`src/rtl/lane_pkg.sv`:
```
// Shared types for the lane scroll engine: frame FSM states, per-lane move codes
// and the row-major frame packing helper.
package lane_pkg;

   typedef enum logic [2:0] {
      IDLE,
      SHIFT,
      INJECT,
      MOVE,
      CHECK,
      PUBLISH
   } state_e;

   typedef enum logic [1:0] {
      HOLD  = 2'b00,
      LEFT  = 2'b01,
      RIGHT = 2'b10
   } move_code_e;

   // Bit offset of (row, lane) inside the packed, row-major frame vector.
   function automatic int frame_index(input int row, input int lane,
                                      input int n_lanes, input int lane_w);
      return (row * n_lanes + lane) * lane_w;
   endfunction

endpackage

```
`src/rtl/lane_unit.sv`:
```
// One player lane: car column with clamped movement, crash immunity counter and
// collision detection against the two playfield rows under the car.
module lane_unit
   import lane_pkg::*;
#(
   parameter int LANE_W    = 6,
   parameter int IMMUNE_FR = 3
) (
   input  logic                       clk,
   input  logic                       RST,
   input  logic                       move_en,
   input  logic                       check_en,
   input  logic [1:0]                 move_req,
   input  logic [LANE_W-1:0]          head_row,
   input  logic [LANE_W-1:0]          tail_row,
   output logic [$clog2(LANE_W)-1:0]  col,
   output logic [$clog2(LANE_W)-1:0]  car_pos,
   output logic                       crash
);

   localparam int CW = $clog2(LANE_W);

   logic [3:0] immune;
   logic       hit;

   assign hit   = head_row[col] | tail_row[col];
   assign crash = check_en & hit & (immune == 4'd0);

   // Working column moves in MOVE so CHECK sees the new position.
   always_ff @(posedge clk or posedge RST) begin
      if (RST) begin
         col <= CW'(LANE_W / 2);
      end else if (move_en) begin
         case (move_code_e'(move_req))
            LEFT: begin
               if (col != '0) col <= col - CW'(1);
            end
            RIGHT: begin
               if (col != CW'(LANE_W - 1)) col <= col + CW'(1);
            end
            default: ;
         endcase
      end
   end

   always_ff @(posedge clk or posedge RST) begin
      if (RST) begin
         immune  <= '0;
         car_pos <= CW'(LANE_W / 2);
      end else if (check_en) begin
         car_pos <= col;
         if (crash) begin
            immune <= 4'(IMMUNE_FR);
         end else if (immune != 4'd0) begin
            immune <= immune - 4'd1;
         end
      end
   end

endmodule

```
`src/rtl/lane_scroll_engine.sv`:
```
// Multi-lane scrolling obstacle game core: owns the shared playfield, frame FSM,
// cross-lane scoring and the frame handshake toward the display driver.
module lane_scroll_engine
   import lane_pkg::*;
#(
   parameter int N_LANES    = 2,
   parameter int LANE_W     = 6,
   parameter int DEPTH      = 24,
   parameter int CAR_ROW    = 16,
   parameter int INJECT_DIV = 4,
   parameter int IMMUNE_FR  = 3,
   parameter int SCORE_W    = 6
) (
   input  logic                                 clk,
   input  logic                                 RST,
   input  logic                                 tick,
   input  logic [N_LANES*LANE_W-1:0]            obstacle_rnd,
   input  logic [N_LANES*LANE_W-1:0]            force_obst,
   input  logic [2*N_LANES-1:0]                 move_req,
   output logic [N_LANES*LANE_W*DEPTH-1:0]      frame_data,
   output logic                                 frame_valid,
   input  logic                                 frame_ready,
   output logic [N_LANES-1:0]                   crash,
   output logic [N_LANES*SCORE_W-1:0]           score,
   output logic [N_LANES*$clog2(LANE_W)-1:0]    car_pos,
   output logic                                 tick_overrun
);

   localparam int CW    = $clog2(LANE_W);
   localparam int ROW_W = N_LANES * LANE_W;
   localparam int FW    = ROW_W * DEPTH;
   localparam int SMAX  = (1 << SCORE_W) - 1;

   state_e state, state_next;
   logic   shift_en, inject_en, move_en, check_en;

   logic [ROW_W-1:0]   field [DEPTH];
   logic [7:0]         inject_cnt;
   logic [N_LANES-1:0] crash_now;
   logic [CW-1:0]      col [N_LANES];
   logic [LANE_W-1:0]  car_mask [N_LANES];
   logic [FW-1:0]      frame_next;
   logic [SCORE_W-1:0] score_q [N_LANES];
   logic [SCORE_W-1:0] score_next [N_LANES];

   always_ff @(posedge clk or posedge RST) begin
      if (RST) state <= IDLE;
      else     state <= state_next;
   end

   always_comb begin
      state_next = state;
      case (state)
         IDLE:    if (tick) state_next = SHIFT;
         SHIFT:   state_next = INJECT;
         INJECT:  state_next = MOVE;
         MOVE:    state_next = CHECK;
         CHECK:   state_next = PUBLISH;
         PUBLISH: if (frame_ready) state_next = IDLE;
         default: state_next = IDLE;
      endcase
   end

   always_comb begin
      shift_en    = 1'b0;
      inject_en   = 1'b0;
      move_en     = 1'b0;
      check_en    = 1'b0;
      frame_valid = 1'b0;
      case (state)
         SHIFT:   shift_en    = 1'b1;
         INJECT:  inject_en   = 1'b1;
         MOVE:    move_en     = 1'b1;
         CHECK:   check_en    = 1'b1;
         PUBLISH: frame_valid = 1'b1;
         default: ;
      endcase
   end

   // Row 0 is left stale by SHIFT; INJECT always rewrites it one cycle later.
   always_ff @(posedge clk or posedge RST) begin
      if (RST) begin
         for (int r = 0; r < DEPTH; r++) field[r] <= '0;
         inject_cnt <= '0;
      end else if (shift_en) begin
         for (int r = 1; r < DEPTH; r++) field[r] <= field[r-1];
      end else if (inject_en) begin
         if (inject_cnt == 8'(INJECT_DIV - 1)) begin
            field[0]   <= obstacle_rnd | force_obst;
            inject_cnt <= '0;
         end else begin
            field[0]   <= '0;
            inject_cnt <= inject_cnt + 8'd1;
         end
      end
   end

   always_ff @(posedge clk or posedge RST) begin
      if (RST)                        tick_overrun <= 1'b0;
      else if (tick && state != IDLE) tick_overrun <= 1'b1;
   end

   for (genvar i = 0; i < N_LANES; i++) begin : g_lane
      lane_unit #(
         .LANE_W    (LANE_W),
         .IMMUNE_FR (IMMUNE_FR)
      ) u_lane (
         .clk      (clk),
         .RST      (RST),
         .move_en  (move_en),
         .check_en (check_en),
         .move_req (move_req[2*i +: 2]),
         .head_row (field[CAR_ROW][i*LANE_W +: LANE_W]),
         .tail_row (field[CAR_ROW+1][i*LANE_W +: LANE_W]),
         .col      (col[i]),
         .car_pos  (car_pos[i*CW +: CW]),
         .crash    (crash_now[i])
      );
      assign car_mask[i]                   = LANE_W'(1) << col[i];
      assign score[i*SCORE_W +: SCORE_W]   = score_q[i];
   end

   always_comb begin
      frame_next = '0;
      for (int r = 0; r < DEPTH; r++) begin
         for (int i = 0; i < N_LANES; i++) begin
            frame_next[frame_index(r, i, N_LANES, LANE_W) +: LANE_W] =
               field[r][i*LANE_W +: LANE_W] |
               (((r == CAR_ROW) || (r == CAR_ROW + 1)) ? car_mask[i] : '0);
         end
      end
   end

   // Each crashing lane credits every other lane once, saturating.
   always_comb begin
      int gain;
      gain = 0;
      for (int j = 0; j < N_LANES; j++) begin
         gain = 0;
         for (int i = 0; i < N_LANES; i++) begin
            if (i != j && crash_now[i]) gain = gain + 1;
         end
         if (int'(score_q[j]) + gain > SMAX) score_next[j] = SCORE_W'(SMAX);
         else                                score_next[j] = score_q[j] + SCORE_W'(gain);
      end
   end

   always_ff @(posedge clk or posedge RST) begin
      if (RST) begin
         for (int j = 0; j < N_LANES; j++) score_q[j] <= '0;
      end else if (check_en) begin
         for (int j = 0; j < N_LANES; j++) score_q[j] <= score_next[j];
      end
   end

   always_ff @(posedge clk or posedge RST) begin
      if (RST) begin
         crash      <= '0;
         frame_data <= '0;
      end else begin
         crash <= check_en ? crash_now : '0;
         if (check_en) frame_data <= frame_next;
      end
   end

endmodule

```
`config.mk`:
```
export PLATFORM = sky130hd
export DESIGN_NAME = lane_scroll_engine
export DESIGN_NICKNAME = d
export VERILOG_FILES = /design/src/rtl/lane_pkg.sv /design/src/rtl/lane_unit.sv /design/src/rtl/lane_scroll_engine.sv
export SDC_FILE = /design/constraint.sdc
export NUM_CORES = 2
export LEC_CHECK = 0
export BUFFER_PORTS_ARGS = -buffer_cell sky130_fd_sc_hd__clkbuf_2
export CAP_MARGIN = 0
export CORE_UTILIZATION = 25
export DETAILED_ROUTE_END_ITERATION = 10
export HOLD_SLACK_MARGIN = 0.1
export PLACE_DENSITY = 0.54
export SLEW_MARGIN = 20
export SYNTH_ARGS = -nofsm -noshare
export SYNTH_HDL_FRONTEND = slang
export SYNTH_HIERARCHICAL = 1
export SYNTH_SLANG_ARGS = --single-unit
```
`constraint.sdc`:
```
create_clock -name clk -period 20.7 [get_ports clk]
set_clock_uncertainty 0.15 [all_clocks]
set_input_delay 5.175 -clock clk [delete_from_list [all_inputs] [get_ports clk]]
set_output_delay 5.175 -clock clk [all_outputs]
set_load 0.01 [all_outputs]
```
Yosys cells after proc, flatten, opt, wreduce, memory -nomap -nowiden
Cells that the tools add are included.
Word-level totals
  register bits after elaboration: 622
  bits in latches: 0
  bits in writable memories: 0
  memory bits (read-only): 0
  output and inout port bits: 310
  memories: 0
Operators by class
  add/sub/neg operators: 11
  multipliers: 0
  div/mod/pow operators: 0
  order comparisons: 4
  eq/ne operators: 18
  shift-type cells: 2
  mux-type cells: 33
  bitwise gates (word level): 12
  reduce and logical (&&, ||, !) cells: 19
Operator list (number)
  $or 6x6->6: 4
  $mux 3: 6
  $pmux 3 s6: 1
  $mux 4: 4
  $add 6x1->7: 2
  $gt 7x6->1 const B: 2
  $add 6x1->6: 2
  $bmux 1 s3: 4
  $mux 12: 1
  $mux 6: 2
  $or 12x12->12: 1
  $pmux 3 s2: 2
  $shl 1x3->6 const A: 2
  $mux 1: 11
  $reduce_bool 3->1: 3
  $add 8x1->8 const B: 1
  $eq 8x2->1 const B: 1
  $logic_not 4->1: 2
  $lt 3x4->1 const B: 2
  $mux 8: 1
  $ne 2x1->1 const B: 4
  $reduce_and 2->1: 4
  $reduce_and 4->1: 2
  $reduce_bool 2->1: 4
  other kinds (17): 31

Depth between registers and ports, before layout
  depth in word-level cells: 9
  gate-level depth with buffers: 13
  mapped depth without buffers: 10

Cells and area by module
Netlist, hierarchy kept.
By module, submodules not included
  lane_scroll_engine: instances 1, cells an instance 1413, area an instance 22895.7 um^2, seq. area each 15064.4 um^2
  lane_unit: instances 2, cells an instance 58, area an instance 583.1 um^2, seq. area each 255.2 um^2

Worst setup path after synthesis
Ideal clock, no wire load.
  path kind: input to register
  start: input move_req[0]
  end: register g_lane[0].u_lane.col[2]
  library setup time: 133 ps
  data arrival time: 6053 ps
  data required time: 20417 ps
  slack: 14364 ps
  stages: 5
  buffers on the path: 0
  path through: nand2b_1 -> fa_1 -> xnor2_1 -> nor2_1 -> xor2_1
Between the ends
  cells in the longest elaborated chain, start to end: 3
Ends and longest elaborated chain
  from (decl): RTL line lane_scroll_engine.sv:19  | input logic [2*N_LANES-1:0] move_req,
  $eq 2x2->1 / $eq 2x1->1 (equally long branches): RTL line lane_unit.sv:34  | case (move_code_e'(move_req))
  $ne 2x1->1 (no source line) / $reduce_bool 2->1 (equally long branches)
  $reduce_and 4->1 (no source line)
  to (signal assigned): RTL line lane_unit.sv:32  | col <= CW'(LANE_W / 2);
  to (signal assigned): RTL line lane_unit.sv:36  | if (col != '0) col <= col - CW'(1);
  to (signal assigned): RTL line lane_unit.sv:39  | if (col != CW'(LANE_W - 1)) col <= col + CW'(1);
  to (decl): RTL line lane_unit.sv:16  | output logic [$clog2(LANE_W)-1:0] col,
Parallel ways exist; a longest one is shown, timed or not.
A chain may end at the register's enable or synchronous reset.

==> reports/results.txt <==
max cap viols: 0
Die Y: 312 um
htree depth: 3
postcts setup bufs: 0
Worst setup SP type: primary input
syn_nets: 1570
vias per std cell: 4.28
WL met1: 24000 um
Switching Power: 1.44 mW
antenna violations before repair: 0
iteration-0 DRC count of the detailed router: 692
f_max: 125 MHz
Tot GR Track Use: 11.8%
Pint: 3.02 mW
Filler Cells Inserted: 9401
relative slew slack: 27.2%
Distinct cells, synth: 49
gr ovfl total: 0
status: finished, final reports clean
Gate power share: 26.9%
register share of total power: 43.8%
Final Cycle Share: 38.5%
Slew Viols, Final: 0
YS warnings: 6
post-synthesis instance total: 1529
Syn Std Cell Area: 24100 um^2
Post-synth EDFFs: 0
Post-Synth XOR/XNOR Area: 0.473%
syn avg cell area: 15.7 um^2
WL met3: 4690 um
Area growth syn-to-layout: 22.3%
largest net degree at the start of global routing: 176
Adder-Cell Fraction of Synth Area: 0.530%
Post-DRT Antenna Nets: 0
Hold WC Path Type: reg2reg
vias in the first global route: 14400
die width: 312 um
crit path DAT: 8.43 ns
# DRC: 0
Rows: 113
Lkg Pwr: 14.6 nW
Seq/Total Area, Yosys: 64.7%
power share of the clock group: 29.3%
die area: 97500 um^2
Post-DP HPWL: 39100 um
Num CTS Buffers: 72
layout cells sized above 1: 53.8%
routed wire length: 57200 um
I/O pins: 342
met2 WL: 27000 um
top sig layer: met4
Req. time, crit path: 21.16 ns
final hold violations: 0
post-route setup TNS: 0 ns
post-synthesis compound-gate area fraction: 2.19%
ys async rst share: 100%
# setup viols final: 0
post-synthesis simple-gate area fraction: 3.54%
RSZ-0062 raised after global routing: no
GP Congestion: 0.761
initial core utilization: 25.3%
Final #Nets: 1927
switching share of power: 32.2%
clk root buf: clkbuf_16
total power: 4.46 mW
Seq cells post-synth: 622
CTS tree: built
Worst Setup End Kind: async pin
Max VDD drop: 66.7 uV
cts hold-fix bufs: 0
PortBufs: 341
CTS Buffer Depth: 3
Worst Tran Pin Value: 1.09 ns
Power Density: 152 nW/um^2
largest family of logic cells by synthesized area: multiplexers
Avg WL per Cell: 17.8 um
DR pass1 iterations: 5
Core Box Area: 95200 um^2
post-synthesis mux area share: 26.0%
Post-CTS Resized: 0
critical path type: in2async
worst-path fanout max: 82
clock-pin slew on the worst setup and hold paths: 0.06 ns
routed vias: 13700
clk_lat worst skew: 0.62 ns
Final Critical Period: 7.97 ns
first-pass GRT wire length: 89400 um
Clock Sinks: 622
Primary FF master, synth: dfrtp_1
-- state kept, by name (all words and copies together) (netlist names) --
signal / count
field: 288
frame_data: 288
score: 12
g_lane.u_lane/immune: 8
inject_cnt: 8
g_lane.u_lane/car_pos: 6
g_lane.u_lane/col: 6
state: 3
crash: 2
tick_overrun: 1
-- cells by family after synthesis --
family	count (synthesis)
DFF	622
muxes	555
and+or+nand+nor	160
buffers and inverters	86
AOI/OAI and AO/OA	84
xor gates and xnor gates	13
adders and majority gates	9
-- routing by layer --
layer	up-vias	global-route usage, %
met4	0	3.93
met1	7092	14.6
met5	-	0
met3	99	4.58
met2	342	18.9
li1	6183	-
-- synthesized netlist by cell type (5+ instances only) --
library cell	number	area share, %
dfrtp_1	614	64
mux2_2	552	26
nor2_1	48	0.75
nand2_1	34	0.53
buf_4	33	1.0
o21ai_0	28	0.58
a21oi_1	20	0.42
buf_6	20	0.94
buf_2	17	0.35
inv_1	11	0.17
nand4_1	11	0.29
nand2b_1	10	0.26
nor3b_1	10	0.31
dfstp_2	8	0.87
o22a_1	8	0.29
xnor2_1	8	0.29
ha_1	7	0.36
nand3_1	7	0.15
a31oi_1	6	0.16
and3_1	6	0.16
nor3_1	6	0.12
clkbuf_1	5	0.078
nand3b_1	5	0.16
xor2_1	5	0.18
-- critical path: stages --
cell and delay [ns]:
clkbuf_2 0.12, clkinvlp_4 0.08, buf_4 0.67, buf_6 0.65
buf_4 0.69, buf_4 0.84
-- worst paths after layout --
check	start	endpoint	slack, ns	cells past startpoint
setup / recovery	RST	field[176]	12.73	6
hold / removal	tick_overrun	tick_overrun	0.32	1
setup reg to reg	state[2]	frame_data[89]	15.99	5
hold reg to reg	tick_overrun	tick_overrun	0.32	1
max in group clk	state[1]	frame_valid	13.73	3
min in group asynchronous	RST	g_lane[1].u_lane/car_pos[2]	4.41	2
-- placed cells by master, fill, tap and decap left out, drive strengths merged, types with 10 or more instances in the layout --
cell and count:
dfrtp 614, mux2 553, clkbuf 449, nor2 48, nand2 34, o21ai 29, a21oi 20, buf 17
nor3b 13, clkinv 12, nand4 11, inv 11, nand2b 10
-- per-stage QoR --
step	std cells	worst slack, ns	utilization [%]	instance area (um^2)	hold slack [ns]
floorplan	1529	7.16	-	24100	0.293
global placement	3077	11.77	28.3	26900	0.301
detailed placement	3077	11.63	28.3	26900	0.312
CTS	3206	12.33	30.9	29400	0.330
global route	3206	12.16	30.9	29400	0.352
finish	3207	12.73	30.9	29400	0.321
-- area by class of cell --
type	instances	area (um^2)	area share [%]
inverters	11	45.0	0.153
diodes	1	2.50	0.00851
well taps	1265	1580	5.38
flip-flops and latches	622	15600	52.9
clock buffers	108	2210	7.53
multi-input cells	821	7880	26.8
clock inverters	21	260	0.885
repair buffers	358	1850	6.30
-- power by group through the flow --
stage	Sequential (mW)	Clock, mW	Combinational, mW
after floorplan	1.91	0	0.818
after global placement	1.97	0	1.20
after detailed placement	1.99	0	1.22
after CTS	1.97	1.36	1.23
after global routing	2.01	1.41	1.31
final	1.95	1.31	1.20
No activity file was read; power rests on OpenSTA's default activity.
